**config.mk**
```make
export PLATFORM = sky130hd
export DESIGN_NAME = hazard_scheduler
export DESIGN_NICKNAME = d
export VERILOG_FILES = /design/src/rtl/hazard_scheduler.sv
export SDC_FILE = /design/constraint.sdc
export NUM_CORES = 1
export LEC_CHECK = 0
export CAP_MARGIN = 20
export CELL_PAD_IN_SITES_DETAIL_PLACEMENT = 1
export CELL_PAD_IN_SITES_GLOBAL_PLACEMENT = 2
export CORE_ASPECT_RATIO = 0.7
export CORE_MARGIN = 2
export CORE_UTILIZATION = 35
export DETAILED_ROUTE_END_ITERATION = 8
export HOLD_SLACK_MARGIN = 0.02
export PLACE_DENSITY_LB_ADDON = 0.1
export SLEW_MARGIN = 20
export SYNTH_ARGS = -nofsm -noshare
export SYNTH_HDL_FRONTEND = slang
export SYNTH_SLANG_ARGS = --single-unit
```
**constraint.sdc**
```tcl
create_clock -name clk -period 3.4 [get_ports clk]
set_input_delay 0.34 -clock clk [delete_from_list [all_inputs] [get_ports clk]]
set_output_delay 0.34 -clock clk [all_outputs]
set_load 0.01 [all_outputs]
```
**src/rtl/hazard_scheduler.sv**
```systemverilog
// hazard_scheduler: hazard controller for the 5-stage ARM pipeline.
// It keeps a shadow copy of the instructions in E, M and W, built from the decode-stage
// fields. From that shadow it produces the load-use stall, the branch flushes, the
// PC-write (r15) wait sequence and the E-stage forwarding selects. It also counts stall
// cycles in a saturating counter.
//
// Ports:
//   clk, reset            clock; asynchronous active-low reset
//   ValidD                decode stage holds a real instruction
//   RA1D, RA2D, WA3D      decode read addresses and destination register
//   RegWriteD, MemToRegD  decode instruction writes a register / is a load
//   BranchTakenE          execute-stage branch resolved taken
//   StallF, StallD        hold PC / hold the fetch-decode register
//   FlushD, FlushE        bubble into the fetch-decode / decode-execute register
//   ForwardAE, ForwardBE  SrcA/SrcB select: 00 RD1E, 01 ResultW, 10 ALUResultM
//   StallCount            saturating count of cycles with StallD=1
module hazard_scheduler #(
    parameter int unsigned CNT_W  = 16,
    parameter logic [3:0]  PC_REG = 4'd15
) (
    input  logic             clk,
    input  logic             reset,
    input  logic             ValidD,
    input  logic [3:0]       RA1D,
    input  logic [3:0]       RA2D,
    input  logic [3:0]       WA3D,
    input  logic             RegWriteD,
    input  logic             MemToRegD,
    input  logic             BranchTakenE,
    output logic             StallF,
    output logic             StallD,
    output logic             FlushD,
    output logic             FlushE,
    output logic [1:0]       ForwardAE,
    output logic [1:0]       ForwardBE,
    output logic [CNT_W-1:0] StallCount
);

    typedef enum logic {StIdle, StPcWait} state_e;

    state_e state_q, state_d;

    // Shadow pipeline. Load status matters only while the instruction is in E.
    logic       e_v_q, e_rw_q, e_m2r_q;
    logic [3:0] e_wa_q, e_ra1_q, e_ra2_q;
    logic       m_v_q, m_rw_q;
    logic [3:0] m_wa_q;
    logic       w_v_q, w_rw_q;
    logic [3:0] w_wa_q;

    logic [CNT_W-1:0] count_q;

    logic       load_use, branch, pc_wait, w_writes_pc;
    logic       stall_f, stall_d, flush_d, flush_e;
    logic [1:0] fwd_a, fwd_b;

    always_comb begin
        load_use = ValidD & e_v_q & e_rw_q & e_m2r_q & ((e_wa_q == RA1D) | (e_wa_q == RA2D));
        branch   = BranchTakenE;
        pc_wait  = (state_q == StPcWait);

        // A taken branch removes the dependent instruction, so it suppresses the stall.
        stall_d  = load_use & ~branch;
        stall_f  = stall_d | pc_wait;
        flush_d  = branch | pc_wait;
        flush_e  = branch | load_use;

        w_writes_pc = w_v_q & w_rw_q & (w_wa_q == PC_REG);
    end

    // The PC is never forwarded: r15 reads come from the PC+8 path in decode.
    always_comb begin
        fwd_a = 2'b00;
        if (e_ra1_q != PC_REG) begin
            if (m_v_q && m_rw_q && (m_wa_q == e_ra1_q)) begin
                fwd_a = 2'b10;
            end else if (w_v_q && w_rw_q && (w_wa_q == e_ra1_q)) begin
                fwd_a = 2'b01;
            end
        end
        fwd_b = 2'b00;
        if (e_ra2_q != PC_REG) begin
            if (m_v_q && m_rw_q && (m_wa_q == e_ra2_q)) begin
                fwd_b = 2'b10;
            end else if (w_v_q && w_rw_q && (w_wa_q == e_ra2_q)) begin
                fwd_b = 2'b01;
            end
        end
    end

    always_comb begin
        state_d = state_q;
        unique case (state_q)
            StIdle: begin
                if (ValidD && RegWriteD && (WA3D == PC_REG) && !stall_d && !branch) begin
                    state_d = StPcWait;
                end
            end
            StPcWait: begin
                if (w_writes_pc) begin
                    state_d = StIdle;
                end
            end
            default: state_d = StIdle;
        endcase
    end

    always_ff @(posedge clk or negedge reset) begin
        if (!reset) begin
            state_q <= StIdle;
        end else begin
            state_q <= state_d;
        end
    end

    always_ff @(posedge clk or negedge reset) begin
        if (!reset) begin
            e_v_q   <= 1'b0;
            e_rw_q  <= 1'b0;
            e_m2r_q <= 1'b0;
            e_wa_q  <= 4'd0;
            e_ra1_q <= 4'd0;
            e_ra2_q <= 4'd0;
            m_v_q   <= 1'b0;
            m_rw_q  <= 1'b0;
            m_wa_q  <= 4'd0;
            w_v_q   <= 1'b0;
            w_rw_q  <= 1'b0;
            w_wa_q  <= 4'd0;
        end else begin
            w_v_q  <= m_v_q;
            w_rw_q <= m_rw_q;
            w_wa_q <= m_wa_q;
            m_v_q  <= e_v_q;
            m_rw_q <= e_rw_q;
            m_wa_q <= e_wa_q;
            if (flush_e) begin
                e_v_q   <= 1'b0;
                e_rw_q  <= 1'b0;
                e_m2r_q <= 1'b0;
                e_wa_q  <= 4'd0;
                e_ra1_q <= 4'd0;
                e_ra2_q <= 4'd0;
            end else begin
                e_v_q   <= ValidD;
                e_rw_q  <= RegWriteD;
                e_m2r_q <= MemToRegD;
                e_wa_q  <= WA3D;
                e_ra1_q <= RA1D;
                e_ra2_q <= RA2D;
            end
        end
    end

    always_ff @(posedge clk or negedge reset) begin
        if (!reset) begin
            count_q <= '0;
        end else if (stall_d && (count_q != {CNT_W{1'b1}})) begin
            count_q <= count_q + CNT_W'(1);
        end
    end

    // Outputs are forced low while reset is held, including the terms driven by inputs.
    always_comb begin
        StallF     = reset & stall_f;
        StallD     = reset & stall_d;
        FlushD     = reset & flush_d;
        FlushE     = reset & flush_e;
        ForwardAE  = reset ? fwd_a : 2'b00;
        ForwardBE  = reset ? fwd_b : 2'b00;
        StallCount = count_q;
    end

endmodule

```
==> results.sh <==
export IMPL_outcome="finished clean"
export IMPL_reg2reg_setup_slack_ns=1.22
export IMPL_synth_fp_nets=197
export IMPL_floorplan_die_width_um=94.1
export IMPL_power_per_cell_area_mw_per_mm2=409
export IMPL_synth_seq_area_share=0.554
export IMPL_dp_cells=290
export IMPL_cts_hold_fix_buffers=1
export IMPL_number_of_levels_the_h_tree_was_split_into=2
export IMPL_postPlaceCellArea_mm2=0.00248
export IMPL_cts_tree="yes"
export IMPL_detail_route_first_pass_iterations=4
export IMPL_clockRootBuffer="sky130_fd_sc_hd__clkbuf_8"
export IMPL_largest_net_degree_at_the_start_of_global_routing=39
export IMPL_clockBufferDepth=2
export IMPL_start_kind="primary input"
export IMPL_filler_cell_count=599
export IMPL_worstPathMaxFanout=16
export IMPL_synthArstFlopShare=1.00
export IMPL_net_switching_power_uw=240
export IMPL_first_global_vias=1605
export IMPL_post_synth_inst_count=178
export IMPL_worst_slew_margin_rel=0.472
export IMPL_diodes=0
export IMPL_layout_cells_most_common="sky130_fd_sc_hd__dfrtp_1"
export IMPL_finalNetCount=245
export IMPL_synthDistinctLibCells=26
export IMPL_grt_antenna_before_repair=0
export IMPL_worst_skew_pair_late_latency_ns=0.29
export IMPL_post_synth_cell_area_avg_um2=11.2
export IMPL_worst_clock_skew_on_the_final_layout_ns=0.0134
export IMPL_power_frac_clock=0.393
export IMPL_cts_repair_resized=0
export IMPL_design_portCount=42
export IMPL_cts_buffers=5
export IMPL_drv_max_cap_violation_count=0
export IMPL_timing_final_setup_violations=0
export IMPL_power_frac_seq=0.524
export IMPL_layout_cells_non_filler=299
export IMPL_synth_enable_flop_cells=0
export IMPL_first_pass_grt_wire_length_um=8290
export IMPL_detail_route_iter0_violations=70
export IMPL_area_of_the_mapped_netlist_mm2=0.00199
export IMPL_routed_via_count=1488
export IMPL_critical_path_arrival_ns=2.64
export IMPL_totalNegativeSetupSlack_ns=0
export IMPL_io_buffers=41
export IMPL_final_min_clock_period_ns=2.98
export IMPL_ys_seq_elements=44
export IMPL_critical_path_required_time_ns=3.06
export IMPL_switching_fraction=0.225
export IMPL_wire_per_inst_um=16.4
export IMPL_max_freq_mhz=336
export IMPL_power_frac_comb=0.083
export IMPL_fin_area_mm2=0.00261
export IMPL_drt_antenna_violating_nets=0
export IMPL_avgViaCountPerCell=4.98
export IMPL_path_class="primary input to output port"
export IMPL_die_h_um=67.0
export IMPL_intPower_uw=827
export IMPL_ir_worst_vdd_v=0.000235
export IMPL_worstSetupEndpointType="output port"
export IMPL_grt_setup_unrepaired="false"
export IMPL_grtUsageTotal=0.175
export IMPL_drcViolationCount=0
export IMPL_cts_num_sinks=44
export IMPL_fraction_of_post_synthesis_cell_area_in_the_top_cell_type_by_area=0.554
export IMPL_grt_remaining_overflow=0
export IMPL_core_region_area_mm2=0.00537
export IMPL_yosys_most_used_dff="sky130_fd_sc_hd__dfrtp_1"
export IMPL_yosys_warnings=0
export IMPL_ys_top_cells_by_area="sky130_fd_sc_hd__dfrtp_1 55%, sky130_fd_sc_hd__xnor2_1 9.7%, sky130_fd_sc_hd__xor2_1 7.1%"
export IMPL_placement_rows=22
export IMPL_post_route_util=0.486
export IMPL_post_layout_total_power_mw=1.07
export IMPL_post_cts_repair_setup_buffers=0
export IMPL_post_dp_hpwl_um=3750
export IMPL_finalWirelength_um=4900
export IMPL_synth_largest_area_cell="sky130_fd_sc_hd__dfrtp_1"
export IMPL_power_leakage_nw=1.10
export IMPL_die_area_mm2=0.00631
export IMPL_worstHoldPathType="register to register"
export IMPL_drv_slew=0
export IMPL_post_route_period_util=0.875
export IMPL_gp_congestion=0.780
export IMPL_layout_common_cells="44 x sky130_fd_sc_hd__dfrtp_1, 40 x sky130_fd_sc_hd__clkdlybuf4s50_1, 22 x sky130_fd_sc_hd__xnor2_1"
export IMPL_final_hold_viol_count=0
export IMPL_layout_drive_gt1_share=0.0617
export IMPL_timing_worst_slew_pin_value_ns=0.788
export IMPL_flow_area_growth_from_synthesis_pct=31.4
export IMPL_clk_transition_reported_paths_ns=0.08
export IMPL_start_util=0.370
## metal layers
| metal | track usage | share of wire |
|---|---|---|
| met4 | 0.0435 | 0.0067 |
| met3 | 0.0396 | 0.060 |
| met5 | 0 | 0 |
| met1 | 0.271 | 0.53 |
| met2 | 0.244 | 0.40 |
## final timing paths
| kind | startpoint | to | cells past startpoint |
|---|---|---|---|
| hold / removal | e_rw_q$_DFF_PN0_ | m_rw_q$_DFF_PN0_ | 0 |
| max in group asynchronous | reset | e_v_q$_DFF_PN0_ | 3 |
| hold reg to reg | e_rw_q$_DFF_PN0_ | m_rw_q$_DFF_PN0_ | 0 |
| setup reg to reg | StallCount[0]$_DFFE_PN0P_ | StallCount[1]$_DFFE_PN0P_ | 6 |
| setup / recovery | RA1D[3] | FlushE | 7 |
| min in group asynchronous | reset | w_wa_q[2]$_DFF_PN0_ | 2 |
## synthesized netlist by cell type (2+ instances only)
library cell,count
sky130_fd_sc_hd__nor3_1,8
sky130_fd_sc_hd__nand3_1,8
sky130_fd_sc_hd__xor2_1,16
sky130_fd_sc_hd__xnor2_1,22
sky130_fd_sc_hd__and2_1,15
sky130_fd_sc_hd__nor2_1,11
sky130_fd_sc_hd__and3_1,2
sky130_fd_sc_hd__or4_1,3
sky130_fd_sc_hd__clkbuf_1,2
sky130_fd_sc_hd__dfrtp_1,44
sky130_fd_sc_hd__nor4_1,6
sky130_fd_sc_hd__mux2_2,2
sky130_fd_sc_hd__nand4_1,14
sky130_fd_sc_hd__nand2_1,13
## registers in the layout, summed over array words and instances (netlist names), 4 cells and up
name / cells
e_wa_q: 4
e_ra2_q: 4
StallCount: 16
m_wa_q: 4
w_wa_q: 4
e_ra1_q: 4
## logic make-up after synthesis
kind of cell,count (synthesis),share of synthesized area
multiplexers,2,0.0113
buffers and inverters,4,0.0113
AND/OR/NAND/NOR,83,0.227
flip-flops,44,0.554
XOR/XNOR,38,0.168
AO/OA/AOI/OAI,6,0.0227
adder cells (fa/ha/maj),1,0.00630
## stage by stage
stage | hold WS [ns] | setup slack [ns]
3_5_place_dp | 0.223 | 0.497
5_1_grt | 0.392 | 0.227
4_1_cts | 0.377 | 0.421
6_report | 0.384 | 0.424
3_3_place_gp | 0.215 | 0.595
2_1_floorplan | 0.0444 | 1.54
## power groups by stage
stage	clock network (mW)	logic (mW)	registers [mW]
floorplan	0	0.0410	0.563
global placement	0	0.0862	0.568
detailed placement	0	0.0887	0.569
CTS	0.431	0.0903	0.559
global route	0.455	0.0990	0.562
finish	0.419	0.0889	0.559
## worst max-delay path: stages
cell	delay (ns)
sky130_fd_sc_hd__clkdlybuf4s50_1	0.49
sky130_fd_sc_hd__xnor2_1	0.12
sky130_fd_sc_hd__nand4_1	0.20
sky130_fd_sc_hd__a21oi_2	0.44
sky130_fd_sc_hd__nor2_1	0.31
sky130_fd_sc_hd__nor2_1	0.17
sky130_fd_sc_hd__clkdlybuf4s50_1	0.55
## final cells by class
cell class | instances | area [µm²] | area share
repair buffers | 44 | 430 | 0.165
multi-input cells | 130 | 863 | 0.331
well taps | 72 | 90.1 | 0.0345
inverters | 1 | 3.75 | 0.00144
clock buffers | 6 | 82.6 | 0.0316
flip-flops and latches | 44 | 1100 | 0.422
clock inverters | 2 | 38.8 | 0.0149
No activity file was read; power rests on OpenSTA's default activity.
